===== config.mk =====
export PLATFORM = sky130hd
export DESIGN_NAME = m_col_search_scheduler_flat
export DESIGN_NICKNAME = d
export VERILOG_FILES = /design/src/rtl/m_col_search_scheduler_pkg.sv /design/src/rtl/m_col_search_scheduler_if.sv /design/src/rtl/m_search_order_rom.sv /design/src/rtl/m_col_search_scheduler.sv /design/src/flat_wrapper.sv
export SDC_FILE = /design/constraint.sdc
export NUM_CORES = 1
export LEC_CHECK = 0
export CORE_MARGIN = 2
export CORE_UTILIZATION = 46
export CTS_BUF_LIST = sky130_fd_sc_hd__clkbuf_16
export DETAILED_ROUTE_END_ITERATION = 10
export PLACE_DENSITY = 0.88
export SYNTH_ARGS = -nofsm -noshare
export SYNTH_HDL_FRONTEND = slang
export SYNTH_SLANG_ARGS = --single-unit

===== constraint.sdc =====
create_clock -name w_clk -period 3.5 [get_ports w_clk]
set_clock_uncertainty 0.05 [all_clocks]
set_input_delay 0.7 -clock w_clk [delete_from_list [all_inputs] [get_ports w_clk]]
set_output_delay 0.7 -clock w_clk [all_outputs]
set_load 0.01 [all_outputs]

===== src/rtl/m_col_search_scheduler_pkg.sv =====
// rtl/m_col_search_scheduler_pkg.sv - shared constants, state encoding and board helpers for the column search
package m_col_search_scheduler_pkg;

  localparam int N_COLS     = 7;
  localparam int N_ROWS     = 6;
  localparam int SCORE_W    = 16;
  localparam int TIMEOUT    = 4095;
  localparam int FIELD_SIZE = 42;
  localparam int PILED_W    = 21;
  localparam int CNT_W      = 12;

  localparam logic [2:0]               DEFAULT_COL = 3'd3;
  localparam logic [2:0]               ROWS_FULL   = 3'(N_ROWS);
  localparam logic [2:0]               SLOT_LAST   = 3'(N_COLS - 1);
  localparam logic [CNT_W-1:0]         CNT_LAST    = CNT_W'(TIMEOUT - 1);
  localparam logic signed [SCORE_W-1:0] SCORE_MIN  = {1'b1, {(SCORE_W-1){1'b0}}};

  typedef enum logic [2:0] {
    S_IDLE,
    S_CHECK,
    S_REQ,
    S_WAIT,
    S_NEXT,
    S_DONE
  } state_t;

  function automatic logic [2:0] piled_count(input logic [PILED_W-1:0] arr, input logic [2:0] col);
    return arr[int'(col)*3 +: 3];
  endfunction

endpackage


===== src/rtl/m_col_search_scheduler_if.sv =====
// rtl/m_col_search_scheduler_if.sv - request/result handshake between the scheduler and the column evaluator
interface m_col_search_scheduler_if
  import m_col_search_scheduler_pkg::*;
();
  logic                        o_eval_req;
  logic [2:0]                  o_eval_col;
  logic [FIELD_SIZE-1:0]       o_eval_me;
  logic [FIELD_SIZE-1:0]       o_eval_op;
  logic                        i_eval_valid;
  logic signed [SCORE_W-1:0]   i_eval_score;

  modport master (
    output o_eval_req, o_eval_col, o_eval_me, o_eval_op,
    input  i_eval_valid, i_eval_score
  );

  modport slave (
    input  o_eval_req, o_eval_col, o_eval_me, o_eval_op,
    output i_eval_valid, i_eval_score
  );
endinterface


===== src/rtl/m_search_order_rom.sv =====
// rtl/m_search_order_rom.sv - centre-first slot to column map (3,2,4,1,5,0,6)
module m_search_order_rom (
  input  logic [2:0] i_slot,
  output logic [2:0] o_col
);
  always_comb begin
    o_col = 3'd3;
    case (i_slot)
      3'd0:    o_col = 3'd3;
      3'd1:    o_col = 3'd2;
      3'd2:    o_col = 3'd4;
      3'd3:    o_col = 3'd1;
      3'd4:    o_col = 3'd5;
      3'd5:    o_col = 3'd0;
      3'd6:    o_col = 3'd6;
      default: o_col = 3'd3;
    endcase
  end
endmodule


===== src/rtl/m_col_search_scheduler.sv =====
// rtl/m_col_search_scheduler.sv - walks legal columns through one shared evaluator and keeps the best signed score
module m_col_search_scheduler
  import m_col_search_scheduler_pkg::*;
(
  input  logic                        w_clk,
  input  logic                        w_rst_n,
  input  logic                        i_start,
  input  logic                        i_abort,
  input  logic [FIELD_SIZE-1:0]       i_me_field,
  input  logic [FIELD_SIZE-1:0]       i_op_field,
  input  logic [PILED_W-1:0]          i_piled_array,
  m_col_search_scheduler_if.master    eval_if,
  output logic                        o_busy,
  output logic                        o_done,
  output logic [2:0]                  o_best_col,
  output logic signed [SCORE_W-1:0]   o_best_score,
  output logic                        o_no_legal,
  output logic                        o_timeout
);
  state_t                      r_state;
  state_t                      w_next;
  logic [2:0]                  r_slot;
  logic [2:0]                  w_col;
  logic [PILED_W-1:0]          r_piled;
  logic [FIELD_SIZE-1:0]       r_me;
  logic [FIELD_SIZE-1:0]       r_op;
  logic [CNT_W-1:0]            r_wait_cnt;
  logic                        r_found;
  logic [2:0]                  r_run_col;
  logic signed [SCORE_W-1:0]   r_run_score;
  logic                        w_active;
  logic                        w_hit;
  logic                        w_expire;
  logic                        w_col_full;

  m_search_order_rom u_order (
    .i_slot (r_slot),
    .o_col  (w_col)
  );

  assign w_col_full = piled_count(r_piled, w_col) >= ROWS_FULL;
  assign w_active   = (r_state == S_REQ) || (r_state == S_WAIT);
  assign w_hit      = w_active && eval_if.i_eval_valid;
  assign w_expire   = w_active && !eval_if.i_eval_valid && (r_wait_cnt == CNT_LAST);

  always_comb begin
    w_next = r_state;
    case (r_state)
      S_IDLE:  if (i_start) w_next = S_CHECK;
      S_CHECK: w_next = w_col_full ? S_NEXT : S_REQ;
      S_REQ,
      S_WAIT:  w_next = (w_hit || w_expire) ? S_NEXT : S_WAIT;
      S_NEXT:  w_next = (r_slot == SLOT_LAST) ? S_DONE : S_CHECK;
      S_DONE:  w_next = S_IDLE;
      default: w_next = S_IDLE;
    endcase
    // Abort overrides every transition, including a start seen in IDLE.
    if (i_abort) w_next = S_IDLE;
  end

  assign eval_if.o_eval_req = w_active && !i_abort;
  assign eval_if.o_eval_col = w_col;
  assign eval_if.o_eval_me  = r_me;
  assign eval_if.o_eval_op  = r_op;
  assign o_busy             = (r_state != S_IDLE) && (r_state != S_DONE);

  always_ff @(posedge w_clk or negedge w_rst_n) begin
    if (!w_rst_n) begin
      r_state      <= S_IDLE;
      r_slot       <= '0;
      r_piled      <= '0;
      r_me         <= '0;
      r_op         <= '0;
      r_wait_cnt   <= '0;
      r_found      <= 1'b0;
      r_run_col    <= DEFAULT_COL;
      r_run_score  <= SCORE_MIN;
      o_done       <= 1'b0;
      o_best_col   <= DEFAULT_COL;
      o_best_score <= SCORE_MIN;
      o_no_legal   <= 1'b0;
      o_timeout    <= 1'b0;
    end else begin
      r_state <= w_next;
      o_done  <= (w_next == S_DONE);

      if ((r_state == S_IDLE) && (w_next == S_CHECK)) begin
        r_piled     <= i_piled_array;
        r_me        <= i_me_field;
        r_op        <= i_op_field;
        r_slot      <= '0;
        r_found     <= 1'b0;
        r_run_col   <= DEFAULT_COL;
        r_run_score <= SCORE_MIN;
        o_timeout   <= 1'b0;
        o_no_legal  <= 1'b0;
      end

      if (w_next == S_REQ) begin
        r_wait_cnt <= '0;
      end else if (w_active) begin
        r_wait_cnt <= r_wait_cnt + 1'b1;
      end

      // Strict greater-than keeps the earlier (more central) column on ties.
      if (w_hit && !i_abort && (!r_found || (eval_if.i_eval_score > r_run_score))) begin
        r_found     <= 1'b1;
        r_run_col   <= w_col;
        r_run_score <= eval_if.i_eval_score;
      end

      if (w_expire && !i_abort) o_timeout <= 1'b1;

      if ((r_state == S_NEXT) && (w_next == S_CHECK)) r_slot <= r_slot + 1'b1;

      if (w_next == S_DONE) begin
        o_best_col   <= r_found ? r_run_col : DEFAULT_COL;
        o_best_score <= r_found ? r_run_score : SCORE_MIN;
        o_no_legal   <= !r_found;
      end
    end
  end
endmodule


===== src/flat_wrapper.sv =====
// flat-port wrapper written by rule: the top's interface ports become plain ports
module m_col_search_scheduler_flat import m_col_search_scheduler_pkg::*;
  (w_clk, w_rst_n, i_start, i_abort, i_me_field, i_op_field, i_piled_array, o_busy, o_done, o_best_col, o_best_score, o_no_legal, o_timeout, eval_if_o_eval_req, eval_if_o_eval_col, eval_if_o_eval_me, eval_if_o_eval_op, eval_if_i_eval_valid, eval_if_i_eval_score);
  m_col_search_scheduler_if eval_if_i ();
  input  logic w_clk;
  input  logic w_rst_n;
  input  logic i_start;
  input  logic i_abort;
  input  logic [FIELD_SIZE-1:0] i_me_field;
  input  logic [FIELD_SIZE-1:0] i_op_field;
  input  logic [PILED_W-1:0] i_piled_array;
  output logic o_busy;
  output logic o_done;
  output logic [2:0] o_best_col;
  output logic signed [SCORE_W-1:0] o_best_score;
  output logic o_no_legal;
  output logic o_timeout;
  output wire logic [$bits(eval_if_i.o_eval_req)-1:0] eval_if_o_eval_req;
  output wire logic [$bits(eval_if_i.o_eval_col)-1:0] eval_if_o_eval_col;
  output wire logic [$bits(eval_if_i.o_eval_me)-1:0] eval_if_o_eval_me;
  output wire logic [$bits(eval_if_i.o_eval_op)-1:0] eval_if_o_eval_op;
  input wire logic [$bits(eval_if_i.i_eval_valid)-1:0] eval_if_i_eval_valid;
  input wire logic [$bits(eval_if_i.i_eval_score)-1:0] eval_if_i_eval_score;
  assign eval_if_o_eval_req = eval_if_i.o_eval_req;
  assign eval_if_o_eval_col = eval_if_i.o_eval_col;
  assign eval_if_o_eval_me = eval_if_i.o_eval_me;
  assign eval_if_o_eval_op = eval_if_i.o_eval_op;
  assign eval_if_i.i_eval_valid = eval_if_i_eval_valid;
  assign eval_if_i.i_eval_score = eval_if_i_eval_score;
  m_col_search_scheduler u_core (.w_clk(w_clk), .w_rst_n(w_rst_n), .i_start(i_start), .i_abort(i_abort), .i_me_field(i_me_field), .i_op_field(i_op_field), .i_piled_array(i_piled_array), .eval_if(eval_if_i), .o_busy(o_busy), .o_done(o_done), .o_best_col(o_best_col), .o_best_score(o_best_score), .o_no_legal(o_no_legal), .o_timeout(o_timeout));
endmodule

# Word-level counts from Yosys, hierarchy flattened
# Cells that the tools add are included.
# Widths: inputs -> output; s select.
dict set report totals {
  register_bits 165
  inputBits 126
  elab_cells 80
}
dict set report classes {
  reduce_logical 24
  n_mux 21
  n_lt_le_gt_ge 2
  addsub 2
  multipliers 1
  n_eq_ne 15
  shift 1
}
# cell count
set ops {}
lappend ops {{$mux 16} 3}
lappend ops {{$shiftx 21x32->3} 1}
lappend ops {{$mux 3} 10}
lappend ops {{$mux 12} 2}
lappend ops {{$pmux 3 s6} 1}
lappend ops {{$gt 16x16->1} 1}
lappend ops {{$eq 3x2->1 const B} 5}
lappend ops {{$eq 3x3->1 const B} 5}
lappend ops {{$add 12x1->12 const B} 1}
lappend ops {{$eq 12x12->1 const B} 1}
lappend ops {{$pmux 3 s4} 1}
lappend ops {{$logic_and 1x1->1} 10}
lappend ops {{$reduce_bool 2->1} 5}
lappend ops {{$eq 3x1->1 const B} 3}
lappend ops {{$mul 3x2->5 const B} 1}
lappend ops {{$mux 1} 4}
lappend ops {{$add 3x1->3 const B} 1}
lappend ops {{$ge 3x3->1 const B} 1}
lappend ops {{$logic_not 1->1} 3}
lappend ops {{$logic_not 3->1} 1}
lappend ops {{$logic_or 1x1->1} 3}
lappend ops {{$ne 3x3->1 const B} 1}
lappend ops {{$reduce_bool 3->1} 1}
lappend ops {{$reduce_or 2->1} 1}

# Longest topological paths before layout
# Gate-level depths: netlist (run 1).
dict set report depth {
  depth_word 12
  depth_mapped 10
  ltp_nobuf 9
}

# Modules after synthesis
# From an unflattened synthesis (run 1), not the netlist that was laid out.
dict set report unflattened {
  cells_unflattened 527
  hier_area_um2 6867.8
}
# module seq_area_each_um2 n_inst area_each_um2 cells_each
set modules_own_cells {}
lappend modules_own_cells {m_col_search_scheduler 3961.3 1 6840.3 524}
lappend modules_own_cells {m_search_order_rom 0.0 1 27.5 3}

# Worst setup path before layout (run 1)
# OpenSTA, ideal clock, no wires.
dict set report synth_path {
  path_kind {input -> register}
  start {input eval_if_i_eval_score[15]}
  end {register u_core.r_run_score[15]}
  path_buffers 1
  path_slack_ns 0.917
  arrival_ns 2.448
  required_ns 3.365
  cell_stages 8
  setup_time_ns 0.085
  path_cell_list {ha_1 > nand4_1 > nor4_1 > a21boi_1 > nor4b_1 > mux2i_1 > buf_4 > mux2_1}
}
dict set report synth_via {
  elab_chain_cells 4
  elab_cells_between_ends 5
}
# item line_no
set synth_lines {}
lappend synth_lines {{start, declared} flat_wrapper.sv:23} ;# input wire logic [$bits(eval_if_i.i_eval_score)-1:0] eval_if_i_eval_score;
lappend synth_lines {{$gt 16x16->1} m_col_search_scheduler.sv:106} ;# if (w_hit && !i_abort && (!r_found || (eval_if.i_eval_score > r_run_score))) begin
lappend synth_lines {{$logic_or 1x1->1} m_col_search_scheduler.sv:106}
lappend synth_lines {{$logic_and 1x1->1} m_col_search_scheduler.sv:106}
lappend synth_lines {{$mux 16 / $reduce_bool 2->1 (equally long branches)} -}
lappend synth_lines {{end signal, assigned} m_col_search_scheduler.sv:109} ;# r_run_score <= eval_if.i_eval_score;
lappend synth_lines {{end, declared} m_col_search_scheduler.sv:30} ;# logic signed [SCORE_W-1:0] r_run_score;
# Parallel ways exist; a longest one is shown, timed or not.
# A chain may end at the register's enable or synchronous reset.

# Worst setup path in the final report (run 1)
dict set report layout_path {
  start {register u_core.r_slot[1]}
  end {output eval_if_o_eval_col[2]}
}
dict set report layout_via {
  elab_chain_cells 2
  elab_cells_between_ends 7
}
# item line_no
set layout_lines {}
lappend layout_lines {{start, declared} m_col_search_scheduler.sv:22} ;# logic [2:0] r_slot;
lappend layout_lines {{start signal, assigned} m_col_search_scheduler.sv:114} ;# if ((r_state == S_NEXT) && (w_next == S_CHECK)) r_slot <= r_slot + 1'b1;
lappend layout_lines {{$eq 3x3->1 (tied with other cells)} m_search_order_rom.sv:8} ;# case (i_slot)
lappend layout_lines {{$pmux 3 s6 *} m_search_order_rom.sv:8}
lappend layout_lines {{end, declared} flat_wrapper.sv:19} ;# output wire logic [$bits(eval_if_i.o_eval_col)-1:0] eval_if_o_eval_col;
# Every way passes the cells marked *; elsewhere a longest branch is shown, timed or not.

==> results of run 1 <==
-- cell families after synthesis --
| logic type | Yosys count | share of synthesized area (%) |
|---|---|---|
| compound gates | 61 | 6.93 |
| buf+inv | 80 | 4.73 |
| flops | 158 | 55.2 |
| fa+ha+maj | 22 | 3.84 |
| mux | 27 | 4.14 |
| xor+xnor | 12 | 1.47 |
| simple gates | 410 | 23.7 |
-- routing by layer --
layer	vias up	GRT usage (%)	routed length, microns
met5	-	0	0
met4	0	8.50	289
met3	23	9.48	1630
met2	202	38.7	9310
met1	2886	28.5	7440
li1	2923	-	-
-- flip-flops by register name (all words and copies together) (netlist names) --
register / count
u_core.r_state: 3
u_core.r_run_col: 3
u_core.o_best_col: 3
u_core.r_slot: 3
u_core.r_found: 1
u_core.eval_if.o_eval_op: 42
u_core.o_done: 1
u_core.o_no_legal: 1
u_core.eval_if.o_eval_me: 42
u_core.o_best_score: 16
u_core.r_wait_cnt: 12
u_core.r_run_score: 16
u_core.o_timeout: 1
u_core.r_piled: 14
-- cell type report --
type / instances / area share (%)
Tap cell: 188 / 2.30
Antenna cell: 1 / 0.0245
Inverter: 43 / 1.58
Clock inverter: 14 / 1.20
Timing Repair Buffer: 239 / 23.7
Clock buffer: 17 / 4.16
Sequential cell: 158 / 38.8
Multi-Input combinational cell: 532 / 28.3
-- how the worst max path moves through the flow --
stage / to / cells past startpoint / slack, ns / startpoint
floorplan: u_core.r_run_score[15] / 8 / 0.92 / eval_if_i_eval_score[15]
global placement: u_core.r_wait_cnt[10] / 7 / 0.19 / eval_if_i_eval_valid
detailed placement: u_core.r_wait_cnt[3] / 7 / 0.10 / eval_if_i_eval_valid
CTS: eval_if_o_eval_col[2] / 6 / 0.35 / u_core.r_slot[1]
global route: u_core.r_wait_cnt[10] / 9 / 0.08 / u_core.r_slot[0]
finish: eval_if_o_eval_col[2] / 6 / 0.38 / u_core.r_slot[1]
-- per-stage QoR --
step	power, uW	cells
finish	6850	1192
global route	7280	1192
CTS	6900	1191
detailed placement	5140	1160
global placement	5060	1160
floorplan	3830	770
-- power breakdown --
part	total, uW	leakage (uW)	internal, uW	switching [uW]
clock	1730	0.000270	974	757
sequential	2820	0.00202	2410	407
combinational	2290	0.00248	1210	1090
-- cell usage in the layout, fill, tap and decap left out, types with 3 or more instances in the layout --
master and count:
sky130_fd_sc_hd__nand2_1 329, sky130_fd_sc_hd__clkdlybuf4s50_1 228, sky130_fd_sc_hd__dfrtp_1 152, sky130_fd_sc_hd__inv_1 42
sky130_fd_sc_hd__nor2_1 22, sky130_fd_sc_hd__ha_1 22, sky130_fd_sc_hd__nand3_1 20, sky130_fd_sc_hd__mux2i_1 20
sky130_fd_sc_hd__a21oi_1 18, sky130_fd_sc_hd__clkbuf_16 17, sky130_fd_sc_hd__o2bb2ai_1 12, sky130_fd_sc_hd__nand4_1 8
sky130_fd_sc_hd__nor3_1 6, sky130_fd_sc_hd__xnor2_1 6, sky130_fd_sc_hd__xor2_1 6, sky130_fd_sc_hd__buf_4 6
sky130_fd_sc_hd__dfstp_2 6, sky130_fd_sc_hd__nand2b_1 4, sky130_fd_sc_hd__o21ai_0 4, sky130_fd_sc_hd__o2bb2ai_2 4
sky130_fd_sc_hd__clkinv_4 4, sky130_fd_sc_hd__buf_12 4, sky130_fd_sc_hd__nor2b_1 3, sky130_fd_sc_hd__a21oi_2 3
sky130_fd_sc_hd__a41oi_1 3, sky130_fd_sc_hd__a21o_1 3, sky130_fd_sc_hd__inv_6 3
==> flow_summary.yaml, run 1 <==
die:
  start_util_pct: 47.2
  die_h_microns: 129
  rows: 45
  ios: 237
  die_x_microns: 129
  core_area_sq_um: 15200
  dieArea_sq_um: 16600
critical_path:
  cp_slowest_cell: "sky130_fd_sc_hd__clkdlybuf4s50_1"
  cpLargestDelayFamily: "buffers and inverters"
  ff2ff_path_depth: 9
  rr_startpoint: "u_core.r_slot[0]"
  worst-r2r-setup-slack_ns: 0.38
  worst_setup_path_type: "reg -> out"
  worstPathRequired_ns: 2.75
  slowest_delay_ns: 0.54
  crit_buf_inv: 3
  start_kind: "flop"
  cp_cell_sequence: "inv_1 > ha_1 > nor3_1 > or3_1 > clkinv_1 > clkdlybuf4s50_1"
  reg2reg_to: "u_core.r_wait_cnt[3]"
  critPathArrivalTime_ns: 2.37
  worst_setup_path_end_kind: "output pin"
  critical_path.max_fanout: 4
place:
  placedInstanceArea_sq_um: 9670
  port_buffers: 229
  gp_routability_congestion: 0.824
  post-place-ws_ns: 0.101
  hpwlAfterDp_microns: 13100
sta:
  tightest_slew_ns: 1.26
  clock.fmax_ghz: 0.320
  layout_worst_path_cycle_share_pct: 89.2
  relSlewSlack_pct: 15.8
  worst_slack_ns: 0.379
  hold-worst-slack_ns: 0.171
  setup_violations: 0
  finalMaxSlewViolations: 0
  rsz0062_at_grt: "no"
  setup_tns_ns: 0
  layout_min_cycle_time_ns: 3.12
  hold_violations: 0
pwr:
  static-leakage-power_uw: 0.00477
  power.density_cell_area_nw_per_um2: 670
  maximum_vdd_ir_drop_uv: 441
synth:
  yosysTopAreaCellShare_pct: 53.0
  synth.distinct_cells: 58
  synth.yosys.warnings: 0
  ys_seq_elements: 158
  syn_avg_cell_area_sq_um: 9.31
  synth_top_flop_cell: "sky130_fd_sc_hd__dfrtp_1"
  synthesis.area_sq_um: 7170
  yosysMostFrequentCell: "sky130_fd_sc_hd__nand2_1"
  synth_enable_flop_cells: 0
  mapped_nets: 918
  synthCells: 770
  netlist_top_cells_area: "sky130_fd_sc_hd__dfrtp_1 53%, sky130_fd_sc_hd__nand2_1 17%, sky130_fd_sc_hd__ha_1 3.8%, sky130_fd_sc_hd__mux2i_1 2.9%, sky130_fd_sc_hd__dfstp_2 2.2%"
  synthDominantAreaCellType: "sky130_fd_sc_hd__dfrtp_1"
  postSynth.asyncResetShare_pct: 100
  synth_seq_area_share_pct: 55.2
  post_synth_most_frequent_cells: "329 x sky130_fd_sc_hd__nand2_1, 152 x sky130_fd_sc_hd__dfrtp_1, 40 x sky130_fd_sc_hd__inv_1"
clock_tree:
  cts.root.buffer_cell: "sky130_fd_sc_hd__clkbuf_16"
  cts_tree: "yes"
  clk_transition_reported_paths_ns: 0.06
  postCtsSetupRepairBufs: 0
  cts_hold_buffers: 0
  clk-insertion-delay-late_ns: 0.43
  ctsLongestPathBuffers: 2
  h-tree-depth: 4
  cts.repair.resized: 0
  tritoncts_num_sinks: 158
  number_of_buffers_created_by_cts: 17
global_route:
  grt-ovfl-total: 0
  first_global_vias: 6257
  grt_antenna_before_repair: 1
  grt_start_max_net_pins: 82
  grt_pass1_wl_microns: 30800
  grt_util_all_layers_pct: 23.7
final_layout:
  nFillCells: 1161
  num-nets-final: 1139
  layout.cell_area.non_filler_sq_um: 10200
  sequential_cell_area_sq_um: 3960
  multi_input_area_sq_um: 2890
  area_growth_syn_to_layout_pct: 42.5
  layout-drive-gt1-share_pct: 7.18
  postLayoutCoreUtil_pct: 67.2
job:
  cap_violations: 0
detailed_routing:
  dr_total_vias: 6034
  routedWlPerCell_microns: 15.7
  vias_per_instance: 5.06
  postRouteWirelength_microns: 18700
  route.antenna.remaining_nets: 0
  drc_errors: 0
  drt_pass1_iterations: 6
  detail_route.iter0.violations: 333
outcome:
  run_status: "completed"
worst_hold_path:
  hp-class: "in -> async"
Power figures use the tool's default switching activity.
==> run 2: changes to the inputs <==
--- a/config.mk
+++ b/config.mk
@@ -5,7 +5,6 @@
 export SDC_FILE = /design/constraint.sdc
 export NUM_CORES = 1
 export LEC_CHECK = 0
-export CORE_MARGIN = 2
 export CORE_UTILIZATION = 46
 export CTS_BUF_LIST = sky130_fd_sc_hd__clkbuf_16
 export DETAILED_ROUTE_END_ITERATION = 10
==> run 2 against run 1 <==
Design area grew 0.62%. Register-to-register slack got worse by 0.03 ns. Sequential share of layout area shrank 0.24 points. Critical endpoint is now u_core.o_no_legal. Highest routed layer unchanged.
==> flow_summary.yaml, run 2 (synthesized netlist as in run 1, its figures left out) <==
final_layout:
  area_growth_syn_to_layout_pct: 43.4
  final_cell_mix: "329 x sky130_fd_sc_hd__nand2_1, 228 x sky130_fd_sc_hd__clkdlybuf4s50_1, 152 x sky130_fd_sc_hd__dfrtp_1"
  layout-drive-gt1-share_pct: 7.65
  num-nets-final: 1141
  commonest_non_fill_non_tap_cell_in_the_layout: "sky130_fd_sc_hd__nand2_1"
  layout.cell_area.non_filler_sq_um: 10300
  antennaDiodeCount: 0
critical_path:
  critPathArrivalTime_ns: 3.37
  ff2ff_path_depth: 8
  worst-r2r-setup-slack_ns: 0.34
  worst_setup_path_end_kind: "flop"
  reg2reg_to: "u_core.o_no_legal"
  start_kind: "flop"
  worst_setup_path_type: "reg -> reg"
  critical_path.max_fanout: 18
  rr_startpoint: "u_core.r_slot[0]"
  worstPathRequired_ns: 3.71
clock_tree:
  h-tree-depth: 4
  clk_transition_reported_paths_ns: 0.06
  tritoncts_num_sinks: 158
  ctsLongestPathBuffers: 2
  cts.root.buffer_cell: "sky130_fd_sc_hd__clkbuf_16"
  cts_hold_buffers: 0
  clk-insertion-delay-late_ns: 0.42
  postCtsSetupRepairBufs: 0
  number_of_buffers_created_by_cts: 17
  cts.repair.resized: 0
  cts_tree: "yes"
place:
  gp_routability_congestion: 0.799
  port_buffers: 229
  placedInstanceArea_sq_um: 9670
  hpwlAfterDp_microns: 12800
sta:
  hold_violations: 0
  rsz0062_at_grt: "no"
  layout_worst_path_cycle_share_pct: 90.1
  clock.fmax_ghz: 0.317
  finalMaxSlewViolations: 0
  relSlewSlack_pct: 27.6
  setup_violations: 0
  layout_min_cycle_time_ns: 3.16
  setup_tns_ns: 0
  tightest_slew_ns: 1.08
worst_hold_path:
  hp-class: "in -> async"
die:
  start_util_pct: 47.2
  die_x_microns: 127
  rows: 45
  die_h_microns: 127
  ios: 237
  dieArea_sq_um: 16100
  core_area_sq_um: 15200
detailed_routing:
  routedWlPerCell_microns: 15.5
  detail_route.iter0.violations: 367
  route.antenna.remaining_nets: 0
  drt_pass1_iterations: 4
  drc_errors: 0
  dr_total_vias: 6051
  vias_per_instance: 5.07
  postRouteWirelength_microns: 18500
pwr:
  maximum_vdd_ir_drop_uv: 459
  static-leakage-power_uw: 0.00480
  power.density_cell_area_nw_per_um2: 685
  design_power_total_uw: 7050
global_route:
  grt_util_all_layers_pct: 24.0
  grt_pass1_wl_microns: 29900
  first_global_vias: 6080
  grt_antenna_before_repair: 0
  grt_start_max_net_pins: 71
  grt-ovfl-total: 0
job:
  cap_violations: 0
outcome:
  run_status: "completed"
run 2: cell count changes in the layout (fill, tap and decap cells not counted):
cell,before,now
sky130_fd_sc_hd__inv_8,0,1
sky130_fd_sc_hd__inv_1,42,40
sky130_fd_sc_hd__diode_2,1,0
sky130_fd_sc_hd__bufinv_16,1,3
sky130_fd_sc_hd__buf_4,6,9
sky130_fd_sc_hd__buf_12,4,3
run 2: power by group:
group,internal [uW],switching (uW)
registers,2410,411
logic,1210,1100
clock network,1130,783
run 2: critical path, stage by stage (launching register included):
cell                      delay (ns)
sky130_fd_sc_hd__dfrtp_1        0.43
sky130_fd_sc_hd__inv_1          0.11
sky130_fd_sc_hd__ha_1           0.25
sky130_fd_sc_hd__nor2_1         0.10
sky130_fd_sc_hd__o32ai_4        0.28
sky130_fd_sc_hd__mux2_4         0.35
sky130_fd_sc_hd__o31ai_2        0.86
sky130_fd_sc_hd__nand2_4        0.36
sky130_fd_sc_hd__mux2i_1        0.20
run 2: layer usage:
| layer | part of all wire (%) | vias up | global-route usage [%] |
|---|---|---|---|
| li1 | - | 2923 | - |
| met1 | 40 | 2885 | 28.6 |
| met2 | 50 | 205 | 40.4 |
| met3 | 7.1 | 38 | 7.93 |
| met4 | 2.4 | 0 | 8.68 |
| met5 | 0 | - | 0 |
run 2: per-stage QoR:
stage	hold slack [ns]	utilization [%]	std cells	setup WS (ns)
2_1_floorplan	0.354	-	770	0.917
3_3_place_gp	0.407	63.6	1162	0.196
3_5_place_dp	0.411	63.6	1162	0.141
4_1_cts	0.240	67.6	1194	0.351
5_1_grt	0.254	67.6	1194	0.188
6_report	0.218	67.6	1194	0.345
run 2: area by class of cell:
cell class                 count  area [sq um]
multi-input combinational    532          2890
clock inverter                15           186
fill                        1112          4920
tap                          188           235
inverter                      43           161
sequential                   158          3960
clock buffer                  17           425
timing repair buffer         241          2420
run 2: worst max-delay path by stage:
stage                                         from                     end  slack [ns]
final                             u_core.r_slot[0]       u_core.o_no_legal        0.34
after global routing              u_core.r_slot[0]  u_core.o_best_score[5]        0.19
after CTS                         u_core.r_slot[0]       u_core.o_no_legal        0.35
after detailed placement  eval_if_i_eval_score[15]   u_core.r_run_score[2]        0.14
after global placement    eval_if_i_eval_score[15]   u_core.r_run_score[0]        0.20
after floorplan           eval_if_i_eval_score[15]  u_core.r_run_score[15]        0.92
==> run 3: changes to the inputs <==
--- a/config.mk
+++ b/config.mk
@@ -9,6 +9,7 @@
 export CTS_BUF_LIST = sky130_fd_sc_hd__clkbuf_16
 export DETAILED_ROUTE_END_ITERATION = 10
 export PLACE_DENSITY = 0.88
+export REMOVE_ABC_BUFFERS = 1
 export SYNTH_ARGS = -nofsm -noshare
 export SYNTH_HDL_FRONTEND = slang
 export SYNTH_SLANG_ARGS = --single-unit
==> constraint.sdc (replaced) <==
create_clock -name w_clk -period 3.25 [get_ports w_clk]
set_clock_uncertainty 0.05 [all_clocks]
set_input_delay 0.65 -clock w_clk [delete_from_list [all_inputs] [get_ports w_clk]]
set_output_delay 0.65 -clock w_clk [all_outputs]
set_load 0.01 [all_outputs]
==> run 3 against run 2 <==
Die area is the same. Design area is 0.15% higher. Critical path depth is 2 lower. Routed wire length is 1.7% higher. Hold slack got worse by 0.063 ns. Combinational power increased by 11%. Cell count grew 0.25%. Total power grew 6.6%. Register-to-register slack barely moved. Clock power hardly changed. Critical endpoint is now eval_if_o_eval_col[2]. Largest power group unchanged.
==> flow_summary.yaml, run 3 (synthesized netlist as in run 1, its figures left out) <==
detailed_routing:
  drc_errors: 0
  routedWlPerCell_microns: 15.7
  postRouteWirelength_microns: 18800
  detail_route.iter0.violations: 345
  dr_total_vias: 6138
  drt_pass1_iterations: 7
  vias_per_instance: 5.13
  route.antenna.remaining_nets: 0
critical_path:
  critPathArrivalTime_ns: 2.36
  worst-r2r-setup-slack_ns: 0.33
  ff2ff_path_depth: 9
  rr_startpoint: "u_core.r_run_score[15]"
  worst_setup_path_end_kind: "output pin"
  setup.worst_path.start: "u_core.r_slot[1]"
  worstPathRequired_ns: 2.55
  reg2reg_to: "u_core.r_run_score[5]"
  worst_setup_path_type: "reg -> out"
  start_kind: "flop"
  critical_path.max_fanout: 4
  crit_path_end: "eval_if_o_eval_col[2]"
clock_tree:
  h-tree-depth: 4
  cts_tree: "yes"
  cts.root.buffer_cell: "sky130_fd_sc_hd__clkbuf_16"
  clk_transition_reported_paths_ns: 0.06
  tritoncts_num_sinks: 158
  number_of_buffers_created_by_cts: 17
  clk-insertion-delay-late_ns: 0.43
  ctsLongestPathBuffers: 2
  postCtsSetupRepairBufs: 0
final_layout:
  antennaDiodeCount: 0
  layout-drive-gt1-share_pct: 7.73
  area_growth_syn_to_layout_pct: 43.6
  postLayoutCoreUtil_pct: 67.7
  commonest_non_fill_non_tap_cell_in_the_layout: "sky130_fd_sc_hd__nand2_1"
  layout.cell_area.non_filler_sq_um: 10300
  num-nets-final: 1144
  final_cell_mix: "329 x sky130_fd_sc_hd__nand2_1, 228 x sky130_fd_sc_hd__clkdlybuf4s50_1, 152 x sky130_fd_sc_hd__dfrtp_1"
place:
  hpwlAfterDp_microns: 13100
  gp_routability_congestion: 0.802
  placedInstanceArea_sq_um: 9720
  port_buffers: 229
die:
  dieArea_sq_um: 16100
  die_h_microns: 127
  ios: 237
  start_util_pct: 47.2
  rows: 45
  die_x_microns: 127
  core_area_sq_um: 15200
worst_hold_path:
  hp-class: "in -> async"
sta:
  setup_violations: 0
  tightest_slew_ns: 1.16
  relSlewSlack_pct: 23.0
  rsz0062_at_grt: "no"
  layout_min_cycle_time_ns: 3.06
  finalMaxSlewViolations: 0
  hold-worst-slack_ns: 0.156
  clock.fmax_ghz: 0.327
  layout_worst_path_cycle_share_pct: 94.2
  hold_violations: 0
global_route:
  grt_pass1_wl_microns: 30800
  grt_start_max_net_pins: 67
  grt-ovfl-total: 0
  first_global_vias: 6274
  grt_util_all_layers_pct: 24.7
  grt_antenna_before_repair: 0
pwr:
  power.density_cell_area_nw_per_um2: 729
  static-leakage-power_uw: 0.00479
  maximum_vdd_ir_drop_uv: 468
  design_power_total_uw: 7510
job:
  cap_violations: 0
outcome:
  run_status: "completed"
[run 3: changes by cell type in the layout (fill, tap and decap cells not counted), sizes merged]
cell      delta
buf          +3
bufinv       -1
clkinvlp     +1
[run 3: worst min path at each step]
| stage | from | endpoint | slack (ns) | depth (start not counted) |
|---|---|---|---|---|
| 2_1_floorplan | w_rst_n | u_core.eval_if.o_eval_me[0] | 0.30 | 0 |
| 3_3_place_gp | u_core.eval_if.o_eval_me[9] | u_core.eval_if.o_eval_me[9] | 0.41 | 2 |
| 3_5_place_dp | u_core.eval_if.o_eval_me[29] | u_core.eval_if.o_eval_me[29] | 0.41 | 2 |
| 4_1_cts | w_rst_n | u_core.o_best_score[8] | 0.18 | 1 |
| 5_1_grt | w_rst_n | u_core.r_run_score[7] | 0.21 | 1 |
| 6_report | w_rst_n | u_core.r_run_score[10] | 0.16 | 1 |
[run 3: cell type report]
type | instances | area [sq um]
timing repair buffer | 244 | 2460
fill | 1127 | 4900
inverter | 43 | 161
tap | 188 | 235
sequential | 158 | 3960
clock inverter | 15 | 146
clock buffer | 17 | 425
multi-input combinational | 532 | 2910
[run 3: worst max-delay path: stages (launching register included)]
cell                              delay, ns
sky130_fd_sc_hd__dfrtp_1               0.39
sky130_fd_sc_hd__inv_1                 0.10
sky130_fd_sc_hd__ha_1                  0.27
sky130_fd_sc_hd__nor3_1                0.11
sky130_fd_sc_hd__or3_1                 0.44
sky130_fd_sc_hd__clkinv_1              0.09
sky130_fd_sc_hd__clkdlybuf4s50_1       0.54
[run 3: power by group]
group / total, uW / internal (uW) / switching (uW) / leakage (uW)
logic: 2560 / 1320 / 1240 / 0.00250
clock network: 1940 / 1130 / 816 / 0.000274
registers: 3010 / 2600 / 408 / 0.00202
[run 3: timing repair]
action | 4_1_cts | 5_1_grt
endpoints found under the setup margin | 0 | 19
gates resized for setup | 0 | 1
hold buffers | 0 | 0
[run 3: per-stage QoR]
stage,TNS [ns],instances,setup slack (ns)
floorplan,-19.68,733,-0.440
global placement,-1.17,1165,-0.0795
detailed placement,-1.96,1165,-0.127
CTS,0,1197,0.0942
global route,0,1197,0.0628
finish,0,1197,0.190
[run 3: routing by layer]
| layer | up-vias | global-route usage, % | part of all wire [%] |
|---|---|---|---|
| met3 | 31 | 7.97 | 8.1 |
| met2 | 237 | 42.7 | 51 |
| met5 | - | 0 | 0 |
| met1 | 2944 | 28.7 | 39 |
| li1 | 2926 | - | - |
| met4 | 0 | 8.75 | 2.0 |
